[src/rtl/serial_adder_pkg.sv]
// serial_adder_pkg: shared FSM encodings and default width for the serial arithmetic blocks
package serial_adder_pkg;
  localparam int DEF_WIDTH = 8;
  typedef enum logic [1:0] {
    ST_IDLE = 2'd0,
    ST_RUN  = 2'd1,
    ST_DONE = 2'd2
  } state_t;
endpackage

[src/rtl/serial_adder_fulladder.sv]
// fulladder: combinational one-bit full adder cell
module fulladder (
  input  logic a,
  input  logic b,
  input  logic c,
  output logic sum,
  output logic carry
);
  assign sum   = a ^ b ^ c;
  assign carry = (a & b) | (c & (a ^ b));
endmodule

[src/rtl/serial_adder.sv]
// serial_adder: bit-serial LSB-first adder built on a single fulladder slice
module serial_adder
  import serial_adder_pkg::*;
#(
  parameter int WIDTH = DEF_WIDTH
) (
  input  logic             clk,
  input  logic             rst_n,
  input  logic             start,
  input  logic [WIDTH-1:0] a,
  input  logic [WIDTH-1:0] b,
  input  logic             cin,
  output logic             busy,
  output logic             done,
  output logic [WIDTH-1:0] sum,
  output logic             cout
);
  localparam int CW = WIDTH > 1 ? $clog2(WIDTH) : 1;
  state_t state, state_nxt;
  logic [WIDTH-1:0] a_sr, b_sr, sum_sr;
  logic [CW-1:0] cnt;
  logic carry, fa_sum, fa_carry, last;
  fulladder u_fa (
    .a(a_sr[0]),
    .b(b_sr[0]),
    .c(carry),
    .sum(fa_sum),
    .carry(fa_carry)
  );
  assign last = cnt == CW'(WIDTH - 1);
  always_comb begin
    state_nxt = state == ST_IDLE ? (start ? ST_RUN : ST_IDLE) :
                state == ST_RUN  ? (last ? ST_DONE : ST_RUN) : ST_IDLE;
  end
  // each new bit enters at the MSB so the LSB-first stream lands in place after WIDTH shifts
  always_ff @(posedge clk) begin
    if (!rst_n) begin
      state  <= ST_IDLE;
      a_sr   <= '0;
      b_sr   <= '0;
      sum_sr <= '0;
      carry  <= 1'b0;
      cnt    <= '0;
    end else begin
      state <= state_nxt;
      if (state == ST_IDLE && start) begin
        a_sr   <= a;
        b_sr   <= b;
        carry  <= cin;
        cnt    <= '0;
        sum_sr <= '0;
      end else if (state == ST_RUN) begin
        a_sr   <= a_sr >> 1;
        b_sr   <= b_sr >> 1;
        sum_sr <= (sum_sr >> 1) | (WIDTH'(fa_sum) << (WIDTH - 1));
        carry  <= fa_carry;
        cnt    <= cnt + CW'(1);
      end
    end
  end
  assign busy = state == ST_RUN;
  assign done = state == ST_DONE;
  assign sum  = sum_sr;
  assign cout = carry;
endmodule

[config.mk]
export PLATFORM = sky130hd
export DESIGN_NAME = serial_adder
export DESIGN_NICKNAME = d
export VERILOG_FILES = /design/src/rtl/serial_adder_pkg.sv /design/src/rtl/serial_adder_fulladder.sv /design/src/rtl/serial_adder.sv
export SDC_FILE = /design/constraint.sdc
export NUM_CORES = 1
export LEC_CHECK = 0
export ABC_AREA = 1
export BUFFER_PORTS_ARGS = -buffer_cell sky130_fd_sc_hd__buf_2
export CORE_MARGIN = 2
export CORE_UTILIZATION = 25
export CTS_CLUSTER_SIZE = 40
export DETAILED_ROUTE_END_ITERATION = 6
export HOLD_SLACK_MARGIN = 0.12
export PLACE_DENSITY = 0.45
export SLEW_MARGIN = 20
export SYNTH_ARGS = -nofsm -noshare
export SYNTH_HDL_FRONTEND = slang
export SYNTH_SLANG_ARGS = --single-unit
[constraint.sdc]
create_clock -name clk -period 2.6 [get_ports clk]
set_clock_uncertainty 0.2 [all_clocks]
set_input_delay 0.39 -clock clk [delete_from_list [all_inputs] [get_ports clk]]
set_output_delay 0.39 -clock clk [all_outputs]
set_load 0.01 [all_outputs]
* Word level (Yosys, flattened, before mapping)
Cells that the tools add are included.
** Word-level totals
- Register bits :: 30
- Output and inout bits :: 11
- Logic and storage cells :: 31
- Input bits :: 20
** Cells by class
- Equality and inequality tests :: 3
- Muxes and demuxes :: 10
- Reduce and logical (&&, ||, !) cells :: 4
- Add/subtract/negate cells :: 1
- Bitwise gates (word level) :: 7
** Operator list (number)
- $mux W8 :: 4
- $or A7 B8 Y8 :: 1
- $mux W2 :: 3
- $add A3 B1 Y3 const B :: 1
- $eq A3 B3 Y1 const B :: 1
- $mux W1 :: 3
- $and A1 B1 Y1 :: 2
- $eq A2 B1 Y1 const B :: 1
- $eq A2 B2 Y1 const B :: 1
- $logic_not A2 Y1 :: 1
- $reduce_bool A2 Y1 :: 1
- $reduce_or A2 Y1 :: 1
- $xor A1 B1 Y1 :: 2
- $logic_and A1 B1 Y1 :: 1
- $not A1 Y1 :: 1
- $or A1 B1 Y1 :: 1

* Longest topological paths before layout
Gate-level depths: netlist (run 1).
- Depth in word-level cells :: 5
- Gate-level depth with buffers :: 7
- Mapped depth without buffers :: 6

* Hierarchy
Synthesis (run 1) repeated with hierarchy kept, for this count alone.
** Unflattened totals
- Cells, all modules :: 204
- Area total of the unflattened synthesis :: 1417.6 um^2
** By module, submodules not included
- serial_adder :: instances 1, area an instance 1397.6 um^2, cells each 203, seq. area each 600.6 um^2
- fulladder :: instances 1, area an instance 20.0 um^2, cells each 1, seq. area each 0.0 um^2

* Least setup slack after synthesis (run 1)
Ideal clock, no wire load.
- Kind :: register to output
- Start :: register state[0]
- End :: output port busy
- Required time :: 2.010 ns
- Stages on the path, launching flop included :: 4
- Data arrival time :: 0.709 ns
- Slack :: 1.301 ns
- Buffers on the path :: 1
- Path through :: dfxtp_1 nand2_2 inv_2 buf_4
** On the way
- Longest elaborated chain between the ends :: 1
** RTL lines
- from (decl) :: RTL line serial_adder.sv:19 : state_t state, state_nxt;
- from (signal assigned) :: RTL line serial_adder.sv:45 : state <= state_nxt;
- $eq A2 B1 Y1 :: RTL line serial_adder.sv:61 : assign busy = state == ST_RUN;
- to (decl) :: RTL line serial_adder.sv:13 : output logic busy,
No other way between the ends.

* Final worst setup path (run 1)
Ends and elaborated chain as after synthesis.

==> results of run 1 <==
==> layer usage <==
layer	part of all wire (%)	GRT usage, %
met1	51	12.7
met5	0	0
met3	4.6	3.18
met2	43	16.4
met4	1.7	4.66
==> logic make-up after synthesis <==
family / share of synthesized area, %
simple gates: 27.4
buf+inv: 10.8
compound gates: 15.3
flops: 42.7
fa+ha+maj: 3.20
xor+xnor: 0.622
==> report_power, final <==
part / switching [W] / total [W] / internal [W]
Sequential: 0.0000160 / 0.000503 / 0.000487
Clock: 0.000160 / 0.000344 / 0.000184
Combinational: 0.0000958 / 0.000151 / 0.0000554
==> layout make-up <==
cell class              instances  area share, %
multi-input cells             141           39.5
flip-flops and latches         30           36.1
repair buffers                 32           9.92
well taps                      72           5.41
clock buffers                   7           4.59
inverters                      20           4.51
==> critical path, stage by stage (launching register included) <==
cell and delay, ns:
sky130_fd_sc_hd__dfxtp_1 0.41, sky130_fd_sc_hd__nand2_2 0.24, sky130_fd_sc_hd__inv_2 0.25, sky130_fd_sc_hd__buf_2 0.17
==> cells in the final DEF, fill, tap and decap left out, drive strengths merged <==
| cell type | n |
|---|---|
| fa | 1 |
| nand2 | 42 |
| clkbuf | 7 |
| nand3 | 17 |
| a21oi | 28 |
| nor3 | 1 |
| inv | 20 |
| xor2 | 1 |
| nor2 | 34 |
| dfxtp | 30 |
| o21ai | 15 |
| buf | 32 |
| ha | 2 |
==> stage by stage <==
| step | hold slack, ns | cells | total power [W] | worst slack [ns] |
|---|---|---|---|---|
| floorplan | 0.246 | 204 | 0.000630 | 1.30 |
| global placement | 0.263 | 295 | 0.000666 | 0.881 |
| detailed placement | 0.257 | 295 | 0.000666 | 0.867 |
| CTS | 0.164 | 302 | 0.00101 | 0.643 |
| global route | 0.172 | 302 | 0.00106 | 0.573 |
| finish | 0.170 | 302 | 0.000998 | 0.678 |
==> path summary, 6_finish.rpt <==
check / end / slack (ns) / cells after the start / start
hold / removal: a_sr[7]$_SDFFE_PN0P_ / 0.17 / 3 / a[7]
hold reg to reg: sum[0]$_SDFFE_PP0N_ / 0.26 / 2 / sum[0]$_SDFFE_PP0N_
setup reg to reg: a_sr[0]$_SDFFE_PN0P_ / 0.88 / 5 / state[0]$_SDFF_PN0_
setup / recovery: busy / 0.68 / 3 / state[0]$_SDFF_PN0_
==> registers in the layout, indices dropped and copies added, names as in the netlist <==
name,flops
a_sr,8
b_sr,8
sum,8
cnt,3
state,2
cout,1
==> impl_metrics.xml, run 1 <==
<?xml version="1.0" encoding="UTF-8"?>
<metrics>
  <group name="outcome">
    <metric name="outcome" unit="">complete, no violations</metric>
  </group>
  <group name="clocking">
    <metric name="cts-hold-fix-buffers" unit="">0</metric>
    <metric name="worst_skew_pair.late_latency" unit="ns">0.27</metric>
    <metric name="postCtsSetupBuffers" unit="">0</metric>
    <metric name="clkSinkCount" unit="">30</metric>
    <metric name="cts_tree" unit="">built</metric>
    <metric name="resized_after_cts" unit="">0</metric>
    <metric name="cts.path.max_buffers" unit="">2</metric>
    <metric name="cts_inserted_buffers" unit="">5</metric>
    <metric name="root_buffer_cell" unit="">sky130_fd_sc_hd__clkbuf_8</metric>
    <metric name="clock_pin_slew_of_the_registers_on_the_worst_case_setup_and_hold_paths" unit="ns">0.06</metric>
    <metric name="htree_levels" unit="">2</metric>
  </group>
  <group name="floorplan">
    <metric name="die_area" unit="µm²">6250</metric>
    <metric name="die_outline_height" unit="µm">79.0</metric>
    <metric name="design.core.area" unit="µm²">5470</metric>
    <metric name="io_pins" unit="">31</metric>
    <metric name="core.rowCount" unit="">27</metric>
    <metric name="floorplan.initialDensity" unit="%">25.7</metric>
    <metric name="floorplan_die_width" unit="µm">79.0</metric>
  </group>
  <group name="sta">
    <metric name="tightest_slew" unit="ns">0.553</metric>
    <metric name="tns" unit="ns">0</metric>
    <metric name="final_period_minus_worst_setup_slack" unit="ns">1.92</metric>
    <metric name="fmax" unit="GHz">0.520</metric>
    <metric name="setup_repair_after_global_routing_missed_its_margin" unit="">no</metric>
    <metric name="timing.final.hold_violations" unit="">0</metric>
    <metric name="setup_viol" unit="">0</metric>
    <metric name="fin_crit_sh" unit="%">73.9</metric>
    <metric name="drv_slew" unit="">0</metric>
    <metric name="maxSlewHeadroom" unit="%">63.0</metric>
  </group>
  <group name="synth">
    <metric name="synth-edff-count" unit="">0</metric>
    <metric name="synthesis.nets" unit="">227</metric>
    <metric name="syn_avg_cell_area" unit="µm²">6.90</metric>
    <metric name="post_synth_inst_count" unit="">204</metric>
    <metric name="synth_top_cells_by_count" unit="">sky130_fd_sc_hd__nand2_1, sky130_fd_sc_hd__nor2_1, sky130_fd_sc_hd__dfxtp_1</metric>
    <metric name="ys.flop_type" unit="">sky130_fd_sc_hd__dfxtp_1</metric>
    <metric name="synth_most_common_cell" unit="">sky130_fd_sc_hd__nand2_1</metric>
    <metric name="post_synth_num_cell_types" unit="">17</metric>
    <metric name="synth_top_area_cell" unit="">sky130_fd_sc_hd__dfxtp_1</metric>
    <metric name="proportion_of_netlist_area_held_by_the_largest_area_contributor" unit="%">42.7</metric>
    <metric name="ys_warn_count" unit="">0</metric>
    <metric name="synth-async-reset-ratio" unit="%">0</metric>
    <metric name="ys_top_cells_by_area" unit="">sky130_fd_sc_hd__dfxtp_1, sky130_fd_sc_hd__nand2_1, sky130_fd_sc_hd__a21oi_1</metric>
    <metric name="netlist_area_before_placement" unit="µm²">1410</metric>
    <metric name="register_bit_total_from_synthesis" unit="">30</metric>
    <metric name="synth_seq_area_share" unit="%">42.7</metric>
  </group>
  <group name="cells_and_area">
    <metric name="design_area" unit="µm²">1660</metric>
    <metric name="fillCellCount" unit="">637</metric>
    <metric name="ff_latch_area" unit="µm²">601</metric>
    <metric name="final_layout_size_suffix_gt1_share" unit="%">19.6</metric>
    <metric name="ant_cells" unit="">0</metric>
    <metric name="finish.utilization" unit="%">30.4</metric>
    <metric name="num-nets-final" unit="">253</metric>
    <metric name="area_delta_synth_final" unit="%">18.2</metric>
    <metric name="total_area_of_multi_input_combinational_cells" unit="µm²">657</metric>
  </group>
  <group name="grt">
    <metric name="number_of_antenna_violations_at_the_first_check_in_global_routing" unit="">0</metric>
    <metric name="grt-ovfl-total" unit="">0</metric>
    <metric name="largest_net_degree_at_the_start_of_global_routing" unit="">31</metric>
    <metric name="grt_pass1_vias" unit="">1180</metric>
    <metric name="grt_pass1_wl" unit="mm">5.05</metric>
    <metric name="gr-usage-all-layers" unit="%">10.3</metric>
  </group>
  <group name="power_and_ir_drop">
    <metric name="p_leak" unit="nW">0.748</metric>
    <metric name="power.density_cell_area" unit="nW/µm²">599</metric>
    <metric name="vdd.ir_drop.worst" unit="mV">0.208</metric>
  </group>
  <group name="worst_setup_path">
    <metric name="worstPathRequired" unit="ns">2.01</metric>
    <metric name="cp_data_arrival_time" unit="ns">1.33</metric>
    <metric name="timing_worst_setup_path_type" unit="">reg -&gt; out</metric>
    <metric name="type_of_origin_of_the_critical_path" unit="">register</metric>
    <metric name="critical_path.endpoint_type" unit="">output port</metric>
    <metric name="worstPathMaxFanout" unit="">16</metric>
  </group>
  <group name="routing">
    <metric name="detail_route.vias_per_cell" unit="">4.35</metric>
    <metric name="vias" unit="">1314</metric>
    <metric name="drt-total-wl" unit="mm">3.06</metric>
    <metric name="dr.first_iter.drc_count" unit="">36</metric>
    <metric name="drc" unit="">0</metric>
    <metric name="post_route_antenna_net_violation_count" unit="">0</metric>
    <metric name="drt_first_pass_iters" unit="">4</metric>
    <metric name="drt-wirelength-per-cell" unit="µm">10.1</metric>
  </group>
  <group name="flow_run">
    <metric name="drv_cap" unit="">0</metric>
  </group>
  <group name="worst_hold_path">
    <metric name="hp-class" unit="">in -&gt; reg</metric>
  </group>
  <group name="placement">
    <metric name="numPortBuffers" unit="">30</metric>
    <metric name="gp_congestion" unit="">0.682</metric>
    <metric name="hpwl" unit="mm">1.99</metric>
    <metric name="dpl_cell_area" unit="µm²">1590</metric>
  </group>
</metrics>
(Power assumes the default switching activity.)
==> run 2, diff against run 1 <==
==> constraint.sdc (replaced) <==
create_clock -name clk -period 1.8 [get_ports clk]
set_clock_uncertainty 0.2 [all_clocks]
set_input_delay 0.27 -clock clk [delete_from_list [all_inputs] [get_ports clk]]
set_output_delay 0.27 -clock clk [all_outputs]
set_load 0.01 [all_outputs]
==> impl_metrics.xml, run 2 (synthesis results as in run 1) <==
<?xml version="1.0" encoding="UTF-8"?>
<metrics>
  <group name="floorplan">
    <metric name="io_pins" unit="">31</metric>
    <metric name="design.core.area" unit="µm²">5470</metric>
    <metric name="core.rowCount" unit="">27</metric>
    <metric name="floorplan_die_width" unit="µm">79.0</metric>
    <metric name="floorplan.initialDensity" unit="%">25.7</metric>
    <metric name="die_outline_height" unit="µm">79.0</metric>
    <metric name="die_area" unit="µm²">6250</metric>
  </group>
  <group name="power_and_ir_drop">
    <metric name="power.density_cell_area" unit="nW/µm²">832</metric>
    <metric name="vdd.ir_drop.worst" unit="mV">0.399</metric>
    <metric name="p_leak" unit="nW">0.784</metric>
  </group>
  <group name="clocking">
    <metric name="cts_inserted_buffers" unit="">5</metric>
    <metric name="resized_after_cts" unit="">0</metric>
    <metric name="worst_skew_pair.late_latency" unit="ns">0.27</metric>
    <metric name="clock_pin_slew_of_the_registers_on_the_worst_case_setup_and_hold_paths" unit="ns">0.06</metric>
    <metric name="cts.path.max_buffers" unit="">2</metric>
    <metric name="cts-hold-fix-buffers" unit="">4</metric>
    <metric name="root_buffer_cell" unit="">sky130_fd_sc_hd__clkbuf_8</metric>
    <metric name="cts_tree" unit="">built</metric>
    <metric name="postCtsSetupBuffers" unit="">0</metric>
    <metric name="clkSinkCount" unit="">30</metric>
    <metric name="htree_levels" unit="">2</metric>
  </group>
  <group name="cells_and_area">
    <metric name="most-common-layout-cells" unit="">sky130_fd_sc_hd__nand2_1, sky130_fd_sc_hd__nor2_1, sky130_fd_sc_hd__dfxtp_1, sky130_fd_sc_hd__buf_2, sky130_fd_sc_hd__a21oi_1</metric>
    <metric name="ant_cells" unit="">0</metric>
    <metric name="final_layout_size_suffix_gt1_share" unit="%">20.3</metric>
    <metric name="num-nets-final" unit="">260</metric>
    <metric name="fillCellCount" unit="">631</metric>
    <metric name="total_area_of_multi_input_combinational_cells" unit="µm²">657</metric>
    <metric name="area_delta_synth_final" unit="%">23.6</metric>
    <metric name="ff_latch_area" unit="µm²">601</metric>
    <metric name="final_common_cell" unit="">sky130_fd_sc_hd__nand2_1</metric>
    <metric name="design_area" unit="µm²">1740</metric>
  </group>
  <group name="sta">
    <metric name="fmax" unit="GHz">0.616</metric>
    <metric name="tns" unit="ns">0</metric>
    <metric name="timing.final.hold_violations" unit="">0</metric>
    <metric name="final_period_minus_worst_setup_slack" unit="ns">1.62</metric>
    <metric name="setup_viol" unit="">0</metric>
    <metric name="tightest_slew" unit="ns">0.379</metric>
    <metric name="fin_crit_sh" unit="%">90.2</metric>
    <metric name="maxSlewHeadroom" unit="%">74.7</metric>
    <metric name="setup_repair_after_global_routing_missed_its_margin" unit="">no</metric>
    <metric name="drv_slew" unit="">0</metric>
  </group>
  <group name="worst_setup_path">
    <metric name="worstPathMaxFanout" unit="">12</metric>
    <metric name="type_of_origin_of_the_critical_path" unit="">register</metric>
    <metric name="critical-path-max-stage-delay" unit="ns">0.40</metric>
    <metric name="crit_chain" unit="">nand2_2, inv_2, buf_2</metric>
    <metric name="critPathSlowestCell" unit="">sky130_fd_sc_hd__dfxtp_1</metric>
    <metric name="cp_data_arrival_time" unit="ns">1.15</metric>
    <metric name="critical_path.endpoint_type" unit="">output port</metric>
    <metric name="worstPathRequired" unit="ns">1.33</metric>
    <metric name="r2r_setup_slack" unit="ns">0.42</metric>
    <metric name="timing_worst_setup_path_type" unit="">reg -&gt; out</metric>
  </group>
  <group name="grt">
    <metric name="grt_pass1_wl" unit="mm">5.40</metric>
    <metric name="grt-ovfl-total" unit="">0</metric>
    <metric name="largest_net_degree_at_the_start_of_global_routing" unit="">31</metric>
    <metric name="gr-usage-all-layers" unit="%">10.9</metric>
    <metric name="grt_pass1_vias" unit="">1146</metric>
    <metric name="number_of_antenna_violations_at_the_first_check_in_global_routing" unit="">0</metric>
  </group>
  <group name="routing">
    <metric name="drt-total-wl" unit="mm">3.14</metric>
    <metric name="drt_first_pass_iters" unit="">4</metric>
    <metric name="drc" unit="">0</metric>
    <metric name="dr.first_iter.drc_count" unit="">31</metric>
    <metric name="post_route_antenna_net_violation_count" unit="">0</metric>
    <metric name="detail_route.vias_per_cell" unit="">4.16</metric>
    <metric name="vias" unit="">1286</metric>
    <metric name="drt-wirelength-per-cell" unit="µm">10.1</metric>
  </group>
  <group name="placement">
    <metric name="numPortBuffers" unit="">30</metric>
    <metric name="gp_congestion" unit="">0.713</metric>
    <metric name="dpl_cell_area" unit="µm²">1620</metric>
    <metric name="hpwl" unit="mm">2.05</metric>
  </group>
  <group name="outcome">
    <metric name="outcome" unit="">complete, no violations</metric>
  </group>
  <group name="worst_hold_path">
    <metric name="hp-class" unit="">in -&gt; reg</metric>
  </group>
  <group name="flow_run">
    <metric name="drv_cap" unit="">0</metric>
  </group>
</metrics>
[run 2: cell count changes in the layout (fill, tap and decap cells not counted), sizes merged]
| cell | previous run | this run |
|---|---|---|
| dlygate4sd3 | 0 | 4 |
| buf | 32 | 35 |
[run 2: final timing paths]
check,from,endpoint,cells past startpoint
min reg2reg,sum[0]$_SDFFE_PP0N_,sum[0]$_SDFFE_PP0N_,2
max,state[0]$_SDFF_PN0_,busy,3
min,a[1],a_sr[1]$_SDFFE_PN0P_,5
max reg2reg,state[1]$_SDFF_PP0_,cnt[0]$_SDFFE_PP0N_,6
[run 2: per-layer routing]
layer,vias to the layer above,wire length (µm),global-route usage (%)
li1,709,-,-
met3,2,119,3.41
met1,551,1660,14.5
met4,0,24,4.14
met5,-,0,0
met2,24,1330,16.6
[run 2: power breakdown]
part / internal (W) / total [W] / leakage (nW) / switching (W)
clock network: 0.000265 / 0.000482 / 0.0383 / 0.000217
registers: 0.000703 / 0.000727 / 0.246 / 0.0000238
logic: 0.0000965 / 0.000238 / 0.500 / 0.000142
[run 2: layout make-up]
type	instances	share of cell area, %
clock buffer	7	4.39
inverter	20	4.32
multi-input combinational	141	37.8
sequential	30	34.5
tap	72	5.18
timing repair buffer	39	13.8
[run 2: critical path: cells and delay by family, from the launching register on]
| family | cells | cell delay (ns) |
|---|---|---|
| flip-flops | 1 | 0.40 |
| buffers and inverters | 2 | 0.35 |
| AND/OR/NAND/NOR | 1 | 0.12 |
[run 2: metrics by stage]
stage	setup slack [ns]	total power, W	hold WS (ns)	utilization [%]	cells
floorplan	0.512	0.000909	0.213	-	204
global placement	0.420	0.000977	0.252	29.7	298
detailed placement	0.420	0.000977	0.254	29.7	298
CTS	0.159	0.00149	0.122	31.8	309
global route	0.0786	0.00155	0.154	31.8	309
finish	0.177	0.00145	0.129	31.8	309
==> run 3, diff against run 2 <==
--- a/config.mk
+++ b/config.mk
@@ -7,12 +7,14 @@
 export LEC_CHECK = 0
 export ABC_AREA = 1
 export BUFFER_PORTS_ARGS = -buffer_cell sky130_fd_sc_hd__buf_2
+export CELL_PAD_IN_SITES_DETAIL_PLACEMENT = 1
+export CELL_PAD_IN_SITES_GLOBAL_PLACEMENT = 1
 export CORE_MARGIN = 2
 export CORE_UTILIZATION = 25
 export CTS_CLUSTER_SIZE = 40
 export DETAILED_ROUTE_END_ITERATION = 6
 export HOLD_SLACK_MARGIN = 0.12
-export PLACE_DENSITY = 0.45
+export PLACE_DENSITY = 0.58
 export SLEW_MARGIN = 20
 export SYNTH_ARGS = -nofsm -noshare
 export SYNTH_HDL_FRONTEND = slang
==> impl_metrics.xml, run 3 (synthesis results as in run 1) <==
<?xml version="1.0" encoding="UTF-8"?>
<metrics>
  <group name="power_and_ir_drop">
    <metric name="power.density_cell_area" unit="nW/µm²">863</metric>
    <metric name="p_switching" unit="W">0.000414</metric>
    <metric name="clockPowerShare" unit="%">36.4</metric>
    <metric name="p_int" unit="W">0.00111</metric>
    <metric name="switching_share" unit="%">27.2</metric>
    <metric name="p_leak" unit="nW">0.798</metric>
    <metric name="pwr-share-seq" unit="%">47.7</metric>
    <metric name="vdd.ir_drop.worst" unit="mV">0.264</metric>
    <metric name="pwr-share-comb" unit="%">15.8</metric>
    <metric name="sum_of_internal_switching_and_leakage_power" unit="W">0.00152</metric>
  </group>
  <group name="floorplan">
    <metric name="die_outline_height" unit="µm">79.0</metric>
    <metric name="design.core.area" unit="µm²">5470</metric>
    <metric name="die_area" unit="µm²">6250</metric>
    <metric name="io_pins" unit="">31</metric>
    <metric name="floorplan.initialDensity" unit="%">25.7</metric>
    <metric name="core.rowCount" unit="">27</metric>
    <metric name="floorplan_die_width" unit="µm">79.0</metric>
  </group>
  <group name="routing">
    <metric name="vias" unit="">1344</metric>
    <metric name="drt-total-wl" unit="mm">3.34</metric>
    <metric name="post_route_antenna_net_violation_count" unit="">0</metric>
    <metric name="drt-wirelength-per-cell" unit="µm">10.7</metric>
    <metric name="dr.first_iter.drc_count" unit="">63</metric>
    <metric name="drc" unit="">0</metric>
    <metric name="drt_first_pass_iters" unit="">4</metric>
    <metric name="detail_route.vias_per_cell" unit="">4.32</metric>
  </group>
  <group name="sta">
    <metric name="setup_repair_after_global_routing_missed_its_margin" unit="">no</metric>
    <metric name="fin_crit_sh" unit="%">92.3</metric>
    <metric name="drv_slew" unit="">0</metric>
    <metric name="fmax" unit="GHz">0.602</metric>
    <metric name="setup_viol" unit="">0</metric>
    <metric name="maxSlewHeadroom" unit="%">74.4</metric>
    <metric name="timing.final.hold_violations" unit="">0</metric>
    <metric name="setup_ws" unit="ns">0.139</metric>
    <metric name="tns" unit="ns">0</metric>
    <metric name="final_period_minus_worst_setup_slack" unit="ns">1.66</metric>
    <metric name="tightest_slew" unit="ns">0.384</metric>
  </group>
  <group name="worst_setup_path">
    <metric name="crit_chain" unit="">nand2_2, inv_2, buf_2</metric>
    <metric name="critPathSlowestCell" unit="">sky130_fd_sc_hd__dfxtp_1</metric>
    <metric name="worstPathRequired" unit="ns">1.33</metric>
    <metric name="worstReg2RegEnd" unit="">b_sr[1]$_SDFFE_PN0P_</metric>
    <metric name="type_of_origin_of_the_critical_path" unit="">register</metric>
    <metric name="cp_data_arrival_time" unit="ns">1.19</metric>
    <metric name="r2r-start" unit="">state[0]$_SDFF_PN0_</metric>
    <metric name="r2r_setup_slack" unit="ns">0.41</metric>
    <metric name="critical-path-max-stage-delay" unit="ns">0.42</metric>
    <metric name="timing_worst_setup_path_type" unit="">reg -&gt; out</metric>
    <metric name="worstPathMaxFanout" unit="">12</metric>
    <metric name="critical_path.endpoint_type" unit="">output port</metric>
    <metric name="ff2ff_path_depth" unit="">5</metric>
  </group>
  <group name="grt">
    <metric name="grt-ovfl-total" unit="">0</metric>
    <metric name="number_of_antenna_violations_at_the_first_check_in_global_routing" unit="">0</metric>
    <metric name="grt_pass1_vias" unit="">1245</metric>
    <metric name="largest_net_degree_at_the_start_of_global_routing" unit="">31</metric>
    <metric name="gr-usage-all-layers" unit="%">11.7</metric>
    <metric name="grt_pass1_wl" unit="mm">5.71</metric>
  </group>
  <group name="placement">
    <metric name="hpwl" unit="mm">2.20</metric>
    <metric name="dpl_cell_area" unit="µm²">1620</metric>
    <metric name="post-place-cells" unit="">298</metric>
    <metric name="pre_cts_ws" unit="ns">0.410</metric>
    <metric name="gp_congestion" unit="">0.724</metric>
    <metric name="numPortBuffers" unit="">30</metric>
  </group>
  <group name="cells_and_area">
    <metric name="ant_cells" unit="">0</metric>
    <metric name="most-common-layout-cells" unit="">sky130_fd_sc_hd__nand2_1, sky130_fd_sc_hd__nor2_1, sky130_fd_sc_hd__dfxtp_1, sky130_fd_sc_hd__buf_2, sky130_fd_sc_hd__a21oi_1</metric>
    <metric name="fillCellCount" unit="">720</metric>
    <metric name="final_common_cell" unit="">sky130_fd_sc_hd__nand2_1</metric>
    <metric name="final_layout_size_suffix_gt1_share" unit="%">20.9</metric>
    <metric name="design_area" unit="µm²">1760</metric>
    <metric name="area_delta_synth_final" unit="%">25.3</metric>
    <metric name="num-nets-final" unit="">261</metric>
    <metric name="layout.cells.non_filler" unit="">311</metric>
  </group>
  <group name="clocking">
    <metric name="root_buffer_cell" unit="">sky130_fd_sc_hd__clkbuf_8</metric>
    <metric name="cts_tree" unit="">built</metric>
    <metric name="cts.path.max_buffers" unit="">2</metric>
    <metric name="htree_levels" unit="">2</metric>
    <metric name="postCtsSetupBuffers" unit="">0</metric>
    <metric name="cts_inserted_buffers" unit="">5</metric>
    <metric name="clkSinkCount" unit="">30</metric>
    <metric name="clock_pin_slew_of_the_registers_on_the_worst_case_setup_and_hold_paths" unit="ns">0.06</metric>
    <metric name="worst_skew_pair.late_latency" unit="ns">0.28</metric>
  </group>
  <group name="outcome">
    <metric name="outcome" unit="">complete, no violations</metric>
  </group>
  <group name="worst_hold_path">
    <metric name="min_delay_worst_endpoint" unit="">b_sr[7]$_SDFFE_PN0P_</metric>
    <metric name="hold_depth" unit="">3</metric>
    <metric name="hp-class" unit="">in -&gt; reg</metric>
    <metric name="worst_hold_startpoint" unit="">rst_n</metric>
  </group>
  <group name="flow_run">
    <metric name="drv_cap" unit="">0</metric>
  </group>
</metrics>
-- run 3: changes by cell type in the layout (fill, tap and decap cells not counted) --
cell	before	now
sky130_fd_sc_hd__clkbuf_1	2	1
sky130_fd_sc_hd__clkinv_2	0	1
sky130_fd_sc_hd__clkbuf_8	5	6
sky130_fd_sc_hd__dlygate4sd3_1	4	5
-- run 3: worst max path at each step --
stage                        start                  end  cells after the start
6_report       state[0]$_SDFF_PN0_                 busy                      3
5_1_grt        state[0]$_SDFF_PN0_                 busy                      3
2_1_floorplan    cout$_SDFFE_PN0P_    cout$_SDFFE_PN0P_                      5
3_3_place_gp   state[0]$_SDFF_PN0_                 busy                      3
3_5_place_dp   state[1]$_SDFF_PP0_  cnt[0]$_SDFFE_PP0N_                      6
4_1_cts        state[0]$_SDFF_PN0_                 busy                      3
-- run 3: metrics by stage --
step | hold slack (ns) | utilization (%)
floorplan | 0.213 | -
global route | 0.131 | 32.2
detailed placement | 0.260 | 29.7
CTS | 0.121 | 32.2
global placement | 0.252 | 29.7
finish | 0.123 | 32.2
-- run 3: what timing repair did --
action,in CTS,in global routing
hold buffers,5,0
gates resized for setup,0,0
hold endpoints to repair,5,0
-- run 3: area by class of cell --
| cell class | count | area (µm²) | share of cell area [%] |
|---|---|---|---|
| inverter | 20 | 75.1 | 4.26 |
| multi-input combinational | 141 | 657 | 37.2 |
| sequential | 30 | 601 | 34.0 |
| clock buffer | 7 | 86.3 | 4.89 |
| clock inverter | 1 | 5.00 | 0.284 |
| timing repair buffer | 40 | 250 | 14.2 |
| tap | 72 | 90.1 | 5.11 |
-- run 3: power by group through the flow --
stage	Clock, W	Combinational (W)	Sequential, W
after global routing	0.000613	0.000280	0.000732
after floorplan	0	0.000172	0.000738
after detailed placement	0	0.000238	0.000741
final	0.000555	0.000241	0.000727
after global placement	0	0.000238	0.000742
after CTS	0.000586	0.000247	0.000727
-- run 3: critical path, delay by kind of cell, from the launching register on --
kind                   cells  cell delay, ns
and+or+nand+nor            1            0.13
buffers and inverters      2            0.36
DFF                        1            0.42
-- run 3: metal layers --
layer / global-route usage, % / wire (µm) / vias up
li1: - / - / 718
met1: 15.8 / 1760 / 594
met2: 17.0 / 1400 / 29
met3: 3.30 / 147 / 3
met4: 5.69 / 28 / 0
met5: 0 / 0 / -
